===== src/rtl/hamming_secded_decoder.sv =====
// Two-stage pipelined SECDED Hamming decoder with valid/ready handshake and
// saturating error statistics.
//
// Codeword layout: index i holds Hamming position i+1. Parity bits sit at the
// indices 2^k-1. Data bits fill the other indices below CW_W-1 in ascending
// order, LSB first. Index CW_W-1 holds the overall parity bit.
//
// Ports:
//   clk, rst_n              clock (rising edge), asynchronous active-low reset
//   in_valid/in_ready/in_cw received codeword stream
//   out_valid/out_ready     decoded word stream
//   out_data                corrected data (raw data when uncorrectable)
//   out_single              single-bit error corrected
//   out_double              uncorrectable error detected
//   out_err_idx             codeword index that was corrected, 0 when none
//   cnt_clr                 synchronous clear of both counters
//   corr_cnt / uncorr_cnt   saturating counts of corrected / uncorrectable words
module hamming_secded_decoder #(
  parameter int unsigned DATA_W = 4,
  parameter int unsigned CNT_W  = 16,
  // Smallest r with 2^r >= DATA_W + r + 1, for DATA_W in 1..57.
  localparam int unsigned PAR_W = (DATA_W <= 1)  ? 2 :
                                  (DATA_W <= 4)  ? 3 :
                                  (DATA_W <= 11) ? 4 :
                                  (DATA_W <= 26) ? 5 : 6,
  localparam int unsigned CW_W  = DATA_W + PAR_W + 1
) (
  input  logic              clk,
  input  logic              rst_n,
  input  logic              in_valid,
  output logic              in_ready,
  input  logic [CW_W-1:0]   in_cw,
  output logic              out_valid,
  input  logic              out_ready,
  output logic [DATA_W-1:0] out_data,
  output logic              out_single,
  output logic              out_double,
  output logic [PAR_W:0]    out_err_idx,
  input  logic              cnt_clr,
  output logic [CNT_W-1:0]  corr_cnt,
  output logic [CNT_W-1:0]  uncorr_cnt
);

  function automatic bit is_pow2(int unsigned v);
    return (v & (v - 1)) == 0;
  endfunction

  // Codeword index that carries data bit j.
  function automatic int unsigned data_pos(int unsigned j);
    int unsigned cnt;
    int unsigned pos;
    cnt = 0;
    pos = 0;
    for (int unsigned i = 0; i < CW_W - 1; i++) begin
      if (!is_pow2(i + 1)) begin
        if (cnt == j) pos = i;
        cnt++;
      end
    end
    return pos;
  endfunction

  // Handshake
  logic v1_q, v2_q;
  logic s1_adv, s2_adv;

  assign s2_adv   = !v2_q || out_ready;
  assign s1_adv   = !v1_q || s2_adv;
  assign in_ready = s1_adv;

  // Stage 1: data extraction, syndrome and overall check
  logic [DATA_W-1:0] dat_ext;
  logic [PAR_W-1:0]  syn_d;
  logic              par_d;
  logic [DATA_W-1:0] dat1_q;
  logic [PAR_W-1:0]  syn1_q;
  logic              par1_q;

  for (genvar j = 0; j < DATA_W; j++) begin : g_ext
    assign dat_ext[j] = in_cw[data_pos(j)];
  end

  always_comb begin
    syn_d = '0;
    for (int i = 0; i < CW_W - 1; i++) begin
      if (in_cw[i]) syn_d = syn_d ^ PAR_W'(i + 1);
    end
    par_d = ^in_cw;
  end

  // Payload only loads with a valid word so stale/undriven in_cw never reaches the flags.
  always_ff @(posedge clk or negedge rst_n) begin
    if (!rst_n) begin
      v1_q   <= 1'b0;
      dat1_q <= '0;
      syn1_q <= '0;
      par1_q <= 1'b0;
    end else if (s1_adv) begin
      v1_q <= in_valid;
      if (in_valid) begin
        dat1_q <= dat_ext;
        syn1_q <= syn_d;
        par1_q <= par_d;
      end
    end
  end

  // Stage 2: classification and correction
  logic              in_range;
  logic              single_d, double_d;
  logic [PAR_W:0]    err_idx_d;
  logic [DATA_W-1:0] dat_fix;

  assign in_range = (syn1_q != '0) && ({1'b0, syn1_q} <= (PAR_W + 1)'(CW_W - 1));

  always_comb begin
    single_d  = 1'b0;
    double_d  = 1'b0;
    err_idx_d = '0;
    if (v1_q) begin
      if (par1_q) begin
        if (syn1_q == '0) begin
          // Only the overall parity bit flipped.
          single_d  = 1'b1;
          err_idx_d = (PAR_W + 1)'(CW_W - 1);
        end else if (in_range) begin
          single_d  = 1'b1;
          err_idx_d = {1'b0, syn1_q} - (PAR_W + 1)'(1);
        end else begin
          // Syndrome points past the codeword: cannot be a single error.
          double_d = 1'b1;
        end
      end else if (syn1_q != '0) begin
        double_d = 1'b1;
      end
    end
  end

  // Only a data bit whose position matches a correctable syndrome gets flipped.
  for (genvar j = 0; j < DATA_W; j++) begin : g_fix
    assign dat_fix[j] = dat1_q[j] ^
                        (par1_q && in_range && (syn1_q == PAR_W'(data_pos(j) + 1)));
  end

  logic [DATA_W-1:0] data_q;
  logic              single_q, double_q;
  logic [PAR_W:0]    err_idx_q;

  always_ff @(posedge clk or negedge rst_n) begin
    if (!rst_n) begin
      v2_q      <= 1'b0;
      data_q    <= '0;
      single_q  <= 1'b0;
      double_q  <= 1'b0;
      err_idx_q <= '0;
    end else if (s2_adv) begin
      v2_q <= v1_q;
      if (v1_q) begin
        data_q    <= dat_fix;
        single_q  <= single_d;
        double_q  <= double_d;
        err_idx_q <= err_idx_d;
      end
    end
  end

  assign out_valid   = v2_q;
  assign out_data    = data_q;
  assign out_single  = single_q;
  assign out_double  = double_q;
  assign out_err_idx = err_idx_q;

  // Error counters: bump when a flagged word loads into stage 2; clear wins.
  logic [CNT_W-1:0] corr_cnt_q, uncorr_cnt_q;

  always_ff @(posedge clk or negedge rst_n) begin
    if (!rst_n) begin
      corr_cnt_q   <= '0;
      uncorr_cnt_q <= '0;
    end else if (cnt_clr) begin
      corr_cnt_q   <= '0;
      uncorr_cnt_q <= '0;
    end else if (s2_adv) begin
      if (single_d && (corr_cnt_q != '1))   corr_cnt_q   <= corr_cnt_q + CNT_W'(1);
      if (double_d && (uncorr_cnt_q != '1)) uncorr_cnt_q <= uncorr_cnt_q + CNT_W'(1);
    end
  end

  assign corr_cnt   = corr_cnt_q;
  assign uncorr_cnt = uncorr_cnt_q;

endmodule


===== config.mk =====
export PLATFORM = sky130hd
export DESIGN_NAME = hamming_secded_decoder
export DESIGN_NICKNAME = d
export VERILOG_FILES = /design/src/rtl/hamming_secded_decoder.sv
export SDC_FILE = /design/constraint.sdc
export NUM_CORES = 1
export LEC_CHECK = 0
export CAP_MARGIN = 10
export CORE_MARGIN = 2
export CORE_UTILIZATION = 40
export DETAILED_ROUTE_END_ITERATION = 10
export MAX_ROUTING_LAYER = met4
export SLEW_MARGIN = 5
export SYNTH_ARGS = -nofsm -noshare
export SYNTH_HDL_FRONTEND = slang
export SYNTH_SLANG_ARGS = --single-unit

===== constraint.sdc =====
create_clock -name clk -period 2 [get_ports clk]
set_input_delay 0.2 -clock clk [delete_from_list [all_inputs] [get_ports clk]]
set_output_delay 0.2 -clock clk [all_outputs]
set_load 0.05 [all_outputs]

## After elaboration in Yosys (flattened, before gate mapping)

Cells that the tools add are included.

| cells by class | value |
|---|---|
| $add $sub $neg | 3 |
| multiply operators | 0 |
| divide/modulo/power cells | 0 |
| magnitude comparators | 0 |
| equal/unequal tests | 6 |
| shift-type cells | 0 |
| multiplexer cells | 24 |
| bitwise logic cells | 10 |
| reductions and logical operators | 21 |

Operator list:

| operator | count |
|---|---|
| 2-to-1 mux 16 bit | 6 |
| adder 16 x 1 -> 16 bit, second input constant | 2 |
| inequality test 16 bit, second input constant | 2 |
| 2-to-1 mux 3 bit | 4 |
| 2-to-1 mux 4 bit | 3 |
| equality test 3 bit, second input constant | 3 |
| 2-to-1 mux 1 bit | 9 |
| AND reduction 2 bit | 4 |
| parity 8 bit | 1 |
| logical AND 1 bit | 7 |
| inverter 2 bit | 3 |
| nonzero test 2 bit | 3 |
| 2-to-1 mux 2 bit | 2 |
| subtractor 3 x 1 -> 4 bit, second input constant | 1 |
| XOR 1 bit | 4 |
| equality test 3 x 2 -> 1 bit, second input constant | 1 |
| zero test 3 bit | 1 |
| inverter 3 bit | 1 |
| nonzero test 3 bit | 1 |
| zero test 1 bit | 2 |
| logical OR 1 bit | 2 |
| inverter 1 bit, first input constant | 2 |

| word-level totals | value |
|---|---|
| register bits | 52 |
| bits in latches | 0 |
| bits in writable memories | 0 |
| bits in read-only memories | 0 |
| bits of input ports | 13 |
| memories | 0 |

## Longest topological paths before layout

Gate-level depths: netlist of run 1.

| depth | value |
|---|---|
| depth in word-level cells | 11 |
| depth in mapped cells | 7 |
| depth with buffers taken out | 5 |

## Least setup slack after synthesis of run 1

Ideal clock, no wire load.

| path | value |
|---|---|
| path kind | reg-to-reg |
| from | register v2_q, in the netlist out_valid |
| to | register dat1_q[0] |
| setup time | 125 ps |
| arrival | 2069 ps |
| required time | 1875 ps |
| setup slack | -194 ps |
| cell stages (with the launch flop) | 5 |
| period minus slack after synthesis | 2194 ps |
| cells stage by stage | dfrtp_1 -> nand3b_1 -> nand2_1 -> clkbuf_1 -> mux2_2 |

| between the ends | value |
|---|---|
| word-level cells in the longest chain between the ends | 4 |

Ends and longest elaborated chain:

| what | RTL line | RTL |
|---|---|---|
| start: declaration | 64 | `logic v1_q, v2_q;` |
| start signal: assignment | 157 | `v2_q <= v1_q;` |
| zero test 1 bit | 67 | `assign s2_adv = !v2_q \|\| out_ready;` |
| logical OR 1 bit | 67 |  |
| logical OR 1 bit | 68 | `assign s1_adv = !v1_q \|\| s2_adv;` |
| named net in_ready | 31 | `output logic in_ready,` |
| AND reduction 2 bit (no line) | - |  |
| end signal: assignment | 101 | `dat1_q <= dat_ext;` |
| end: declaration | 75 | `logic [DATA_W-1:0] dat1_q;` |

The timed path passes the listed nets, and every way through them passes these cells.
A chain may end at the register's enable or synchronous reset.

## Worst setup path in the final report of run 1

| path | value |
|---|---|
| from | register corr_cnt_q[1], in the netlist corr_cnt[1] |
| to | register corr_cnt_q[13], in the netlist corr_cnt[13] |

| between the ends | value |
|---|---|
| word-level cells in the longest chain between the ends | 4 |
| elaborated cells between the ends (all ways) | 8 |

Ends and longest elaborated chain:

| what | RTL line | RTL |
|---|---|---|
| start: declaration | 174 | `logic [CNT_W-1:0] corr_cnt_q, uncorr_cnt_q;` |
| start signal: assignment | 184 | `if (single_d && (corr_cnt_q != '1)) corr_cnt_q <= corr_cnt_q + CNT_W'(1);` |
| adder 16 x 1 -> 16 bit or inequality test 16 bit (tied branches) | 184 |  |
| 2-to-1 mux 16 bit or logical AND 1 bit (tied branches) | 184 |  |
| 2-to-1 mux 16 bit or nonzero test 2 bit (tied branches) | - |  |
| 2-to-1 mux 16 bit or AND reduction 2 bit (tied branches) | - |  |

Several ways; a longest one is shown, not always the timed one. The select of a mux whose other input is x is not followed.

==> results of run 1 <==
==> per-layer routing <==
metal / GRT usage, % / wire length (microns) / up-vias
li1: - / - / 1212
met3: 3.08 / 203 / 4
met5: - / 0 / -
met2: 29.0 / 3060 / 47
met4: 3.31 / 39 / 0
met1: 25.5 / 3270 / 1164
==> power by group through the flow <==
stage,sequential (uW),clock [uW],combinational [uW]
global placement,1250,0,819
CTS,1230,752,827
global route,1250,791,886
detailed placement,1250,0,823
floorplan,1470,0,306
finish,1230,725,818
==> cells by family (layout without fill, tap and decap cells) <==
family	count (synthesis)	after routing
AOI/OAI and AO/OA	56	56
xor gates and xnor gates	16	16
adders and majority gates	2	2
buffers and inverters	21	90
DFF	52	52
muxes	15	15
and+or+nand+nor	129	129
==> repair_timing <==
item,in CTS,in global routing
endpoints found under the hold margin,21,0
resized for setup,0,1
hold buffers,1,0
endpoints found under the setup margin,0,1
==> cell usage in the layout (no fill, tap or decap), drive strengths merged, types with 14 or more instances in the layout <==
| master | instances |
|---|---|
| nand2 | 25 |
| dfrtp | 52 |
| a21oi | 21 |
| mux2 | 15 |
| buf | 23 |
| or4 | 14 |
| o31ai | 14 |
| o21ai | 17 |
| nand4 | 15 |
| clkdlybuf4s50 | 54 |
==> cell usage after synthesis, types with 7 or more instances <==
cell                       instances  area, sq um
sky130_fd_sc_hd__nor2_1           12         45.0
sky130_fd_sc_hd__or4_1            14          105
sky130_fd_sc_hd__nand3_1           7         35.0
sky130_fd_sc_hd__dfrtp_1          52         1300
sky130_fd_sc_hd__clkbuf_1          7         26.3
sky130_fd_sc_hd__nand2b_1          7         43.8
sky130_fd_sc_hd__o31ai_1          14          105
sky130_fd_sc_hd__o21ai_0          17         85.1
sky130_fd_sc_hd__nor4_1           10         62.6
sky130_fd_sc_hd__a21oi_1          21          105
sky130_fd_sc_hd__xor2_1            9         78.8
sky130_fd_sc_hd__mux2_2           14          158
sky130_fd_sc_hd__nand4_1          15         93.8
sky130_fd_sc_hd__xnor2_1           7         61.3
sky130_fd_sc_hd__or3_1             7         43.8
sky130_fd_sc_hd__nand2_1          25         93.8
sky130_fd_sc_hd__nor2b_1           8         50.1
==> sequential cells by signal, summed over array words and instances (netlist names) <==
register,cells
out_double,1
out_single,1
out_err_idx,4
out_data,4
out_valid,1
uncorr_cnt,16
dat1_q,4
par1_q,1
corr_cnt,16
v1_q,1
syn1_q,3
==> metrics by stage <==
step | instances | setup slack, ns | power [uW] | util, % | setup TNS, ns
2_1_floorplan | 291 | 0.00625 | 1770 | - | 0
3_3_place_gp | 447 | -0.0565 | 2070 | 53.2 | -0.356
3_5_place_dp | 447 | -0.122 | 2070 | 53.2 | -0.951
4_1_cts | 456 | 0.111 | 2810 | 54.9 | 0
5_1_grt | 456 | 0.0269 | 2920 | 55.0 | 0
6_report | 456 | 0.144 | 2770 | 55.0 | 0
==> layout make-up <==
class | instances | area, sq um
clock inverters | 2 | 35.0
repair buffers | 78 | 746
inverters | 4 | 15.0
clock buffers | 6 | 72.6
fillers | 648 | 3080
multi-input cells | 218 | 1460
flip-flops and latches | 52 | 1310
well taps | 96 | 120
==> path summary, 6_finish.rpt <==
check / startpoint / to / slack [ns] / depth (start not counted)
worst max-delay path: corr_cnt[1]$_DFFE_PN0P_ / corr_cnt[13]$_DFFE_PN0P_ / 0.14 / 6
worst min register to register: out_data[0]$_DFFE_PN0P_ / out_data[0]$_DFFE_PN0P_ / 0.49 / 2
min in group clk: in_valid / v1_q$_DFFE_PN0N_ / 0.49 / 2
worst min-delay path: rst_n / uncorr_cnt[8]$_DFFE_PN0P_ / 0.42 / 2
worst max register to register: corr_cnt[1]$_DFFE_PN0P_ / corr_cnt[13]$_DFFE_PN0P_ / 0.14 / 6
max in group asynchronous: rst_n / uncorr_cnt[3]$_DFFE_PN0P_ / 0.91 / 3
==> results.txt, run 1 <==
- Result of the run: finished clean
- Mean instance size in the synthesized netlist: ~9.8 sq um
- For this design the total switching power over the nets is a little over 900 uW.
* Congestion Overflow GR: 0
- Max Clock Freq: approximately 0.54 GHz
* Combinational power share: slightly below 30%
- Slowest cell on crit path: sky130_fd_sc_hd__dfrtp_2
- For this configuration, the core starts out at a cell density of a little over two fifths.
- Number of nets in the finished design: around 370
* Count of cell types in the netlist: 40
- The synthesized design contains 52 register bits.
* Post-placement cell area: 0.00363 sq mm
* Post-Route WL: 6.57 mm
* Clock slew at the register clock pins of the worst setup and hold paths: about 0.10 ns
- Setup violations remaining at the end of the flow were counted as 0.
- Subtracting the final worst setup slack from the clock period gives around 1.9 ns.
- The first TritonRoute pass finished after 5 iterations.
- In the synthesized netlist, mux cells make up 5.93% of the area.
- Sequential cells burn 44.4% of the power.
- Summing every instance area after synthesis gives approximately 0.0028 sq mm.
- The repair_antennas step left the layout with diodes totalling 0.
* Hold slack: between 0.4 and 0.5 ns
* Type of element capturing the critical path: register
- Post-CTS setup buffer count: 0
- Measured against its own limit, the worst slew margin works out to about three fifths.
- The initial antenna violation count is 0.
- In this run the vertical extent of the chip is 88.4 microns.
- Switching share of power: between 30% and 40%
* Clock Path Buffers: 2
- Adder and majority gate portion of the synthesized area: less than 1%
- H-tree level count: 2
- For this design, the sink count on the clock tree is 52.
* Count of buffering cells on the critical path with inverters included: 1
* Vias: 2,427
- Final setup skew: between 0.005 and 0.006 ns
- Ordered cell list for the critical path: ha_1 -> nand3_1 -> nor3_1 -> buf_4 -> nor4_1 -> mux2_2
* DR DRC count: 0
- Number of hold violations in the final report: 0
* Max cap viols: 0
- In this run, CTS created clock tree buffers numbering 5.
* Longest individual stage delay on the worst path: roughly 0.44 ns
* Share of cells above drive strength 1: roughly 17%
- The synthesized netlist devotes between 10 and 15% of its cell area to compound gates.
- At the pin with the least slew margin, the transition time is 0.572 ns.
- The critical path is of the reg2reg type.
- RSZ-0062 raised after global routing: false
- Average routed wire per standard cell: 14.4 microns
- Power density relative to cell area: 738 mW/mm^2
* Max-slew violation count: 0
* Worst Path Max Fanout: 5
- Clock root buffer master: sky130_fd_sc_hd__clkbuf_8
- Fraction of the yosys area taken by sequential cells: 45.7%
- Drt via density: around 5.3
- The number of global-route vias before repair is roughly 2,300.
- In the synthesized netlist the dominant register cell turns out to be sky130_fd_sc_hd__dfrtp_1.
* Power Internal: between 1500 and 2000 uW
* Element type at the critical path start: register
- Final design instance area without fill: ~0.0038 sq mm
- Synthesis-to-finish area growth: 31.9%
* Count of pins on the block boundary: between 50 and 60
- During synthesis, Yosys emitted a total of 0 warnings.
* Simple logic cell fraction of the synthesized area: between 20 and 30%
- The detail route stage leaves a number of antenna-violating nets equal to 0.
- The clock network burns between 20% and 30% of the power.
* Critical path arrival: roughly 2.1 ns
- Post-synthesis share of cell area spent on xor and xnor gates: under 10%
* Peak supply drop: about 0.40 mV
- Combinational family with the most area after synthesis: simple AND/OR/NAND/NOR gates
* Final period util: 92.8%
- Counting flops with a built-in enable in the synthesized netlist gives 0.
* Final estimated routing congestion in global placement: between 0.7 and 0.8
- After floorplanning, the core was sized to cover 0.00683 sq mm.
* PortBufs: 56
* Full die area: ~0.0078 sq mm
- Leakage dissipation: 0.00143 uW
* Die width: approximately 88 microns
- CP Data Required Time: roughly 2.2 ns
- Clock latency on the worst-skew pair: ~0.30 ns
- Cell family contributing the most delay on the critical path: simple AND/OR/NAND/NOR gates
* Clock tree from TritonCTS: done
- Pin count of the biggest net entering global routing: between 40 and 50
- Detailed placement HPWL: 4.59 mm
* Synth async-reset ratio: 100%
- Global routing used ~18% of the available tracks.
- Num rows: 30
- Counting every net in the synthesized netlist gives just over 300.
- Synthesized instance count: around 290
- The first global-routing pass estimated between 10 and 15 mm of wire.
- Class of the worst hold path: in2async
- DRT iter0 DRCs: 100
No activity file was read; power rests on OpenSTA's default activity.
==> run 2: changes to the inputs <==
--- a/config.mk
+++ b/config.mk
@@ -10,6 +10,7 @@
 export CORE_UTILIZATION = 40
 export DETAILED_ROUTE_END_ITERATION = 10
 export MAX_ROUTING_LAYER = met4
+export SKIP_LAST_GASP = 1
 export SLEW_MARGIN = 5
 export SYNTH_ARGS = -nofsm -noshare
 export SYNTH_HDL_FRONTEND = slang
==> results of run 2 <==
No change in the layout: final DEF, timing and power equal those of run 1.
